## src/rtl/mpu6050_pkg.sv

```systemverilog
// Shared constants for the MPU6050 burst reader: register map, FSM encoding,
// output word indices and the big-endian word assembly helper.
package mpu6050_pkg;

  localparam logic [6:0] MPU_ADDR         = 7'h68;
  localparam logic [7:0] REG_ACCEL_XOUT_H = 8'h3B;
  localparam logic [7:0] REG_PWR_MGMT_1   = 8'h6B;

  localparam logic [2:0] ST_IDLE     = 3'd0;
  localparam logic [2:0] ST_REQ      = 3'd1;
  localparam logic [2:0] ST_CAPTURE  = 3'd2;
  localparam logic [2:0] ST_STOP_REQ = 3'd3;
  localparam logic [2:0] ST_PUBLISH  = 3'd4;

  localparam int W_ACCEL_X  = 0;
  localparam int W_ACCEL_Y  = 1;
  localparam int W_ACCEL_Z  = 2;
  localparam int W_TEMP     = 3;
  localparam int W_GYRO_X   = 4;
  localparam int W_GYRO_Y   = 5;
  localparam int W_GYRO_Z   = 6;
  localparam int NUM_WORDS  = 7;
  localparam int MAX_BYTES  = 14;

  function automatic logic [15:0] be_word(input logic [7:0] hi, input logic [7:0] lo);
    return {hi, lo};
  endfunction

endpackage

```

## src/rtl/mpu_sample_timer.sv

```systemverilog
// Free-running sample period counter with a pending latch that collapses
// multiple ticks into one request until the sequencer consumes it.
module mpu_sample_timer #(
  parameter int unsigned SAMPLE_PERIOD = 500_000
) (
  input  logic clk,
  input  logic reset,
  input  logic consume_i,
  output logic tick_o,
  output logic pending_o
);

  localparam int CNT_W = (SAMPLE_PERIOD > 1) ? $clog2(SAMPLE_PERIOD) : 1;
  localparam logic [CNT_W-1:0] LAST = CNT_W'(SAMPLE_PERIOD - 1);

  logic [CNT_W-1:0] count_q;
  logic [CNT_W-1:0] count_d;
  logic             pending_q;
  logic             pending_d;

  // A fresh tick wins over a same-cycle consume so it is never lost.
  always_comb begin
    tick_o = (count_q == LAST);
    if (tick_o) begin
      count_d = '0;
    end else begin
      count_d = count_q + CNT_W'(1);
    end
    pending_d = tick_o | (pending_q & ~consume_i);
  end

  always_ff @(posedge clk) begin
    if (reset) begin
      count_q   <= '0;
      pending_q <= 1'b0;
    end else begin
      count_q   <= count_d;
      pending_q <= pending_d;
    end
  end

  assign pending_o = pending_q;

endmodule

```

## src/rtl/mpu6050_burst_reader.sv

```systemverilog
// Periodic MPU6050 burst-read sequencer in front of the I2C master.
// Optional watchdog: define MPU_READ_TIMEOUT_EN.
module mpu6050_burst_reader
  import mpu6050_pkg::*;
#(
  parameter int unsigned CLK_HZ         = 50_000_000,
  parameter int unsigned SAMPLE_PERIOD  = 500_000,
  parameter logic [6:0]  SLAVE_ADDR     = MPU_ADDR,
  parameter logic [7:0]  START_REG      = REG_ACCEL_XOUT_H,
  parameter int unsigned NUM_BYTES      = 14,
  parameter int unsigned TIMEOUT_CYCLES = 2_000_000
) (
  input  logic               clk,
  input  logic               reset,
  input  logic               enable,
  output logic               i2c_start,
  output logic               i2c_stop,
  output logic [6:0]         i2c_slave_address,
  output logic [7:0]         i2c_reg_addr,
  input  logic [7:0]         i2c_data,
  input  logic               i2c_avail_data,
  input  logic               i2c_avail,
  output logic signed [15:0] accel_x,
  output logic signed [15:0] accel_y,
  output logic signed [15:0] accel_z,
  output logic signed [15:0] temp_raw,
  output logic signed [15:0] gyro_x,
  output logic signed [15:0] gyro_y,
  output logic signed [15:0] gyro_z,
  output logic               sample_valid,
  output logic               busy,
  output logic               error
);

  if ((NUM_BYTES < 2) || (NUM_BYTES > MAX_BYTES) || (NUM_BYTES % 2 != 0) ||
      (CLK_HZ == 0) || (TIMEOUT_CYCLES == 0)) begin : g_bad_cfg
    $error("mpu6050_burst_reader: invalid parameter set");
  end

  localparam logic [3:0] NB = 4'(NUM_BYTES);

  logic [2:0]  state_q, state_d;
  logic [3:0]  byte_idx_q, byte_idx_d;
  logic [7:0]  shadow_q [MAX_BYTES];
  logic [15:0] words_q [NUM_WORDS];
  logic        avail_data_q, avail_data_qq;
  logic        sample_valid_q;
  logic        consume, capture, publish, rise, pending, aborted;

  mpu_sample_timer #(.SAMPLE_PERIOD(SAMPLE_PERIOD)) u_timer (
    .clk       (clk),
    .reset     (reset),
    .consume_i (consume),
    .tick_o    (),
    .pending_o (pending)
  );

  assign rise = avail_data_q & ~avail_data_qq;

`ifdef MPU_READ_TIMEOUT_EN
  localparam int WD_W = (TIMEOUT_CYCLES > 1) ? $clog2(TIMEOUT_CYCLES) : 1;
  logic [WD_W-1:0] wd_q;
  logic            wd_hit, abort_q, err_q;
  assign wd_hit  = (wd_q == WD_W'(TIMEOUT_CYCLES - 1));
  assign aborted = abort_q;
  assign error   = err_q;
`else
  assign aborted = 1'b0;
  assign error   = 1'b0;
`endif

  // Sequencer next-state; the watchdog overlay overrides the normal flow.
  always_comb begin
    state_d    = state_q;
    byte_idx_d = byte_idx_q;
    consume    = 1'b0;
    capture    = 1'b0;
    publish    = 1'b0;
    case (state_q)
      ST_IDLE: begin
        if (pending && enable && i2c_avail) begin
          state_d = ST_REQ;
          consume = 1'b1;
        end else begin
          state_d = ST_IDLE;
        end
      end
      ST_REQ: begin
        if (!i2c_avail) begin
          state_d = ST_CAPTURE;
        end else begin
          state_d = ST_REQ;
        end
      end
      ST_CAPTURE: begin
        if (byte_idx_q == NB) begin
          state_d = ST_STOP_REQ;
        end else if (rise) begin
          capture    = 1'b1;
          byte_idx_d = byte_idx_q + 4'd1;
        end else begin
          state_d = ST_CAPTURE;
        end
      end
      ST_STOP_REQ: begin
        if (i2c_avail && aborted) begin
          state_d    = ST_IDLE;
          byte_idx_d = 4'd0;
        end else if (i2c_avail) begin
          state_d = ST_PUBLISH;
        end else begin
          state_d = ST_STOP_REQ;
        end
      end
      ST_PUBLISH: begin
        publish    = 1'b1;
        byte_idx_d = 4'd0;
        state_d    = ST_IDLE;
      end
      default: begin
        state_d    = ST_IDLE;
        byte_idx_d = 4'd0;
      end
    endcase
`ifdef MPU_READ_TIMEOUT_EN
    if (wd_hit && ((state_q == ST_REQ) || (state_q == ST_CAPTURE))) begin
      state_d    = ST_STOP_REQ;
      capture    = 1'b0;
      byte_idx_d = 4'd0;
    end else if (wd_hit && (state_q == ST_STOP_REQ) && !i2c_avail) begin
      state_d    = ST_IDLE;
      byte_idx_d = 4'd0;
    end else begin
      state_d = state_d;
    end
`endif
  end

  always_ff @(posedge clk) begin
    if (reset) begin
      state_q        <= ST_IDLE;
      byte_idx_q     <= 4'd0;
      avail_data_q   <= 1'b0;
      avail_data_qq  <= 1'b0;
      sample_valid_q <= 1'b0;
    end else begin
      state_q        <= state_d;
      byte_idx_q     <= byte_idx_d;
      avail_data_q   <= i2c_avail_data;
      avail_data_qq  <= avail_data_q;
      sample_valid_q <= publish;
    end
  end

  // Shadow buffer fills during CAPTURE; outputs move only on PUBLISH, all at once.
  always_ff @(posedge clk) begin
    if (reset) begin
      for (int i = 0; i < MAX_BYTES; i++) shadow_q[i] <= 8'h00;
      for (int k = 0; k < NUM_WORDS; k++) words_q[k] <= 16'h0000;
    end else begin
      if (capture) begin
        shadow_q[byte_idx_q] <= i2c_data;
      end
      for (int k = 0; k < NUM_WORDS; k++) begin
        if (publish && ((2 * k + 1) < NUM_BYTES)) begin
          words_q[k] <= be_word(shadow_q[2*k], shadow_q[2*k+1]);
        end
      end
    end
  end

`ifdef MPU_READ_TIMEOUT_EN
  // Watchdog restarts on each hit so STOP_REQ gets its own full window.
  always_ff @(posedge clk) begin
    if (reset) begin
      wd_q    <= '0;
      abort_q <= 1'b0;
      err_q   <= 1'b0;
    end else begin
      if ((state_q == ST_IDLE) || wd_hit) begin
        wd_q <= '0;
      end else begin
        wd_q <= wd_q + WD_W'(1);
      end
      if (wd_hit && ((state_q == ST_REQ) || (state_q == ST_CAPTURE))) begin
        abort_q <= 1'b1;
        err_q   <= 1'b1;
      end else if (state_d == ST_IDLE) begin
        abort_q <= 1'b0;
      end else begin
        abort_q <= abort_q;
      end
    end
  end
`endif

  assign i2c_start         = (state_q == ST_REQ);
  assign i2c_stop          = (state_q == ST_STOP_REQ);
  assign busy              = (state_q != ST_IDLE);
  assign i2c_slave_address = SLAVE_ADDR;
  assign i2c_reg_addr      = START_REG;
  assign sample_valid      = sample_valid_q;
  assign accel_x           = words_q[W_ACCEL_X];
  assign accel_y           = words_q[W_ACCEL_Y];
  assign accel_z           = words_q[W_ACCEL_Z];
  assign temp_raw          = words_q[W_TEMP];
  assign gyro_x            = words_q[W_GYRO_X];
  assign gyro_y            = words_q[W_GYRO_Y];
  assign gyro_z            = words_q[W_GYRO_Z];

endmodule

```

## config.mk

```make
export PLATFORM = sky130hd
export DESIGN_NAME = mpu6050_burst_reader
export DESIGN_NICKNAME = d
export VERILOG_FILES = /design/src/rtl/mpu6050_pkg.sv /design/src/rtl/mpu_sample_timer.sv /design/src/rtl/mpu6050_burst_reader.sv
export SDC_FILE = /design/constraint.sdc
export NUM_CORES = 1
export LEC_CHECK = 0
export BUFFER_PORTS_ARGS = -buffer_cell sky130_fd_sc_hd__buf_2
export CAP_MARGIN = 40
export CORE_MARGIN = 2
export CORE_UTILIZATION = 30
export CTS_BUF_LIST = sky130_fd_sc_hd__clkbuf_4 sky130_fd_sc_hd__clkbuf_8
export CTS_CLUSTER_DIAMETER = 60
export DETAILED_ROUTE_END_ITERATION = 10
export SETUP_SLACK_MARGIN = 0.05
export SLEW_MARGIN = 5
export SYNTH_ARGS = -nofsm -noshare
export SYNTH_HDL_FRONTEND = slang
export SYNTH_HIERARCHICAL = 1
export SYNTH_SLANG_ARGS = --single-unit
```

## constraint.sdc

```tcl
create_clock -name clk -period 6.51 [get_ports clk]
set_clock_uncertainty 0.1 [all_clocks]
set_input_delay 0.651 -clock clk [delete_from_list [all_inputs] [get_ports clk]]
set_output_delay 0.651 -clock clk [all_outputs]
set_load 0.01 [all_outputs]
```

==> impl_metrics.yaml <==
sta:
  fin_crit_sh: 0.414
  finalSetupTns_ps: 0
  fmaxAchievable_ghz: 0.371
  rsz0062_at_grt: "no"
  slew_headroom: 0.507
  post-route-min-period_ps: 2690
  drv_slew: 0
  tightestPinTransition_ps: 738
  finalSetupViolCount: 0
  hold_viol_final: 0
  fin_ws_ps: 3820
clock_tree:
  cts_tree: "built"
  worst_skew_pair.late_latency_ps: 530
  cts_buffer_depth: 3
  htree_levels: 2
  cts_resized: 0
  cts_sinks: 254
  cts_buffers: 41
  clk_pin_slew_worst_paths_ps: 60
  post-cts-setup-buffers: 0
  root_buffer: "clkbuf_8"
  ctsHoldBuffers: 0
worst_setup_path:
  cp.required_ps: 6570
  cp.arrival_ps: 2750
  crit_type: "reg2reg"
  cp_max_fo: 18
  crit_path_end_kind: "flip-flop"
  cp-start-kind: "flip-flop"
finish:
  nets: 867
  utilization: 0.360
  syn_to_final_growth_pct: 18.0
  nFillCells: 3184
  instances_no_fill: 1319
  drive_gt1_frac: 0.249
floorplan:
  floorplan.initialDensity: 0.305
  core_sq_um: 32600
  dieArea_sq_um: 34700
  fp.dieW_um: 186
  row_count: 66
  ios: 145
  die_h_um: 186
pwr:
  total_leakage_power_uw: 0.00433
  peakVddDrop_mv: 0.118
  cellPowerDensity_nw_per_um2: 278
logic_synthesis:
  avgSynthCellArea_sq_um: 14.1
  yosys_warnings: 6
  synth_area_sq_um: 9950
  syn_inst: 706
placement:
  gp_congestion: 0.787
  port_buffers: 128
  place_ws_ps: 3360
  placedCellCount: 1248
  hpwl_mm: 14.3
drt:
  ant_nets: 0
  dr.pass1.iters: 4
  vias: 5686
  drt_iter0_drc: 440
  wl_per_cell_um: 16.0
  route.detailed.drc: 0
  vias_per_cell: 4.31
  routed_wirelength_mm: 21.1
global_routing:
  grt_max_degree: 66
  grt_pass1_vias: 5658
  antenna_found_initial: 2
  grt_pass1_wl_mm: 32.0
  grt_use_total: 0.123
  grt.overflow.total: 0
run_status:
  status: "finished, final reports clean"
worst_hold_path:
  hold_class: "in2reg"
run:
  drv_cap: 0
## report_power, final
group	leakage [uW]	internal (uW)	switching [uW]	total (uW)
logic	0.00136	30.0	78.1	108
clock network	0.000420	727	592	1320
registers	0.00255	1820	15.9	1840
total	0.00433	2580	686	3260
## layout make-up
type,instances,area [sq um],area share
Tap cell,442,553,0.0471
Multi-Input combinational cell,414,2390,0.203
Clock inverter,8,37.5,0.00320
Timing Repair Buffer,132,671,0.0571
Clock buffer,62,747,0.0636
Sequential cell,254,7330,0.624
Antenna cell,1,2.50,0.000213
Inverter,6,22.5,0.00192
## through the flow
stage / cell area (sq um) / power (uW) / hold WS [ps]
floorplan: 10000 / 1930 / 329
CTS: 11700 / 3310 / 257
detailed placement: 11000 / 1980 / 371
global placement: 11000 / 1980 / 345
finish: 11700 / 3260 / 282
global route: 11700 / 3390 / 266
## metal layers
layer / share of wire / global-route usage / routed length, um
met5: 0.00057 / 0 / 12
met4: 0.017 / 0.0356 / 362
met3: 0.079 / 0.0409 / 1660
met2: 0.48 / 0.202 / 10100
met1: 0.43 / 0.155 / 9010
## worst paths after layout
| path | start | end | slack [ps] | cells after the start |
|---|---|---|---|---|
| hold reg to reg | u_timer/count_q[0] | u_timer/count_q[0] | 370 | 1 |
| setup / recovery | state_q[1] | shadow_q[7][1] | 3820 | 3 |
| setup reg to reg | state_q[1] | shadow_q[7][1] | 3820 | 3 |
| hold / removal | i2c_avail_data | avail_data_q | 280 | 2 |
## placed cells by master, fill, tap and decap left out, types with 2 or more instances in the layout
| cell | instances |
|---|---|
| edfxtp_1 | 224 |
| buf_2 | 128 |
| nor2_1 | 117 |
| and2_1 | 113 |
| clkbuf_8 | 45 |
| dfxtp_1 | 30 |
| nand2_1 | 28 |
| nor2b_1 | 19 |
| clkbuf_4 | 17 |
| conb_1 | 16 |
| nand3_1 | 13 |
| nand2b_1 | 12 |
| a21oi_1 | 11 |
| xnor2_1 | 7 |
| inv_1 | 6 |
| o21bai_1 | 6 |
| or3_1 | 5 |
| o21ai_0 | 5 |
| ha_1 | 5 |
| a41o_1 | 4 |
| nand4b_1 | 4 |
| nand2_2 | 4 |
| clkinv_1 | 4 |
| buf_4 | 4 |
| or4_1 | 4 |
| o31ai_1 | 3 |
| nor3_1 | 3 |
| clkinv_2 | 3 |
| xor2_1 | 3 |
| or2_2 | 2 |
| and3_1 | 2 |
| nor4b_2 | 2 |
| nor4_4 | 2 |
| or3b_2 | 2 |
| nand4_1 | 2 |
| or4b_1 | 2 |
| nor4_1 | 2 |
## state kept, by name, indices dropped and copies added, names as in the netlist
name	cells
avail_data_q	1
avail_data_qq	1
byte_idx_q	4
sample_valid	1
shadow_q	112
state_q	3
u_timer/count_q	19
u_timer/pending_o	1
words_q	112
## worst max-delay path, stage by stage (launching register included)
cell and delay [ps]:
dfxtp_1 540, and4bb_1 630, nand2_2 350, o21bai_1 690
No activity file was read; power rests on OpenSTA's default activity.
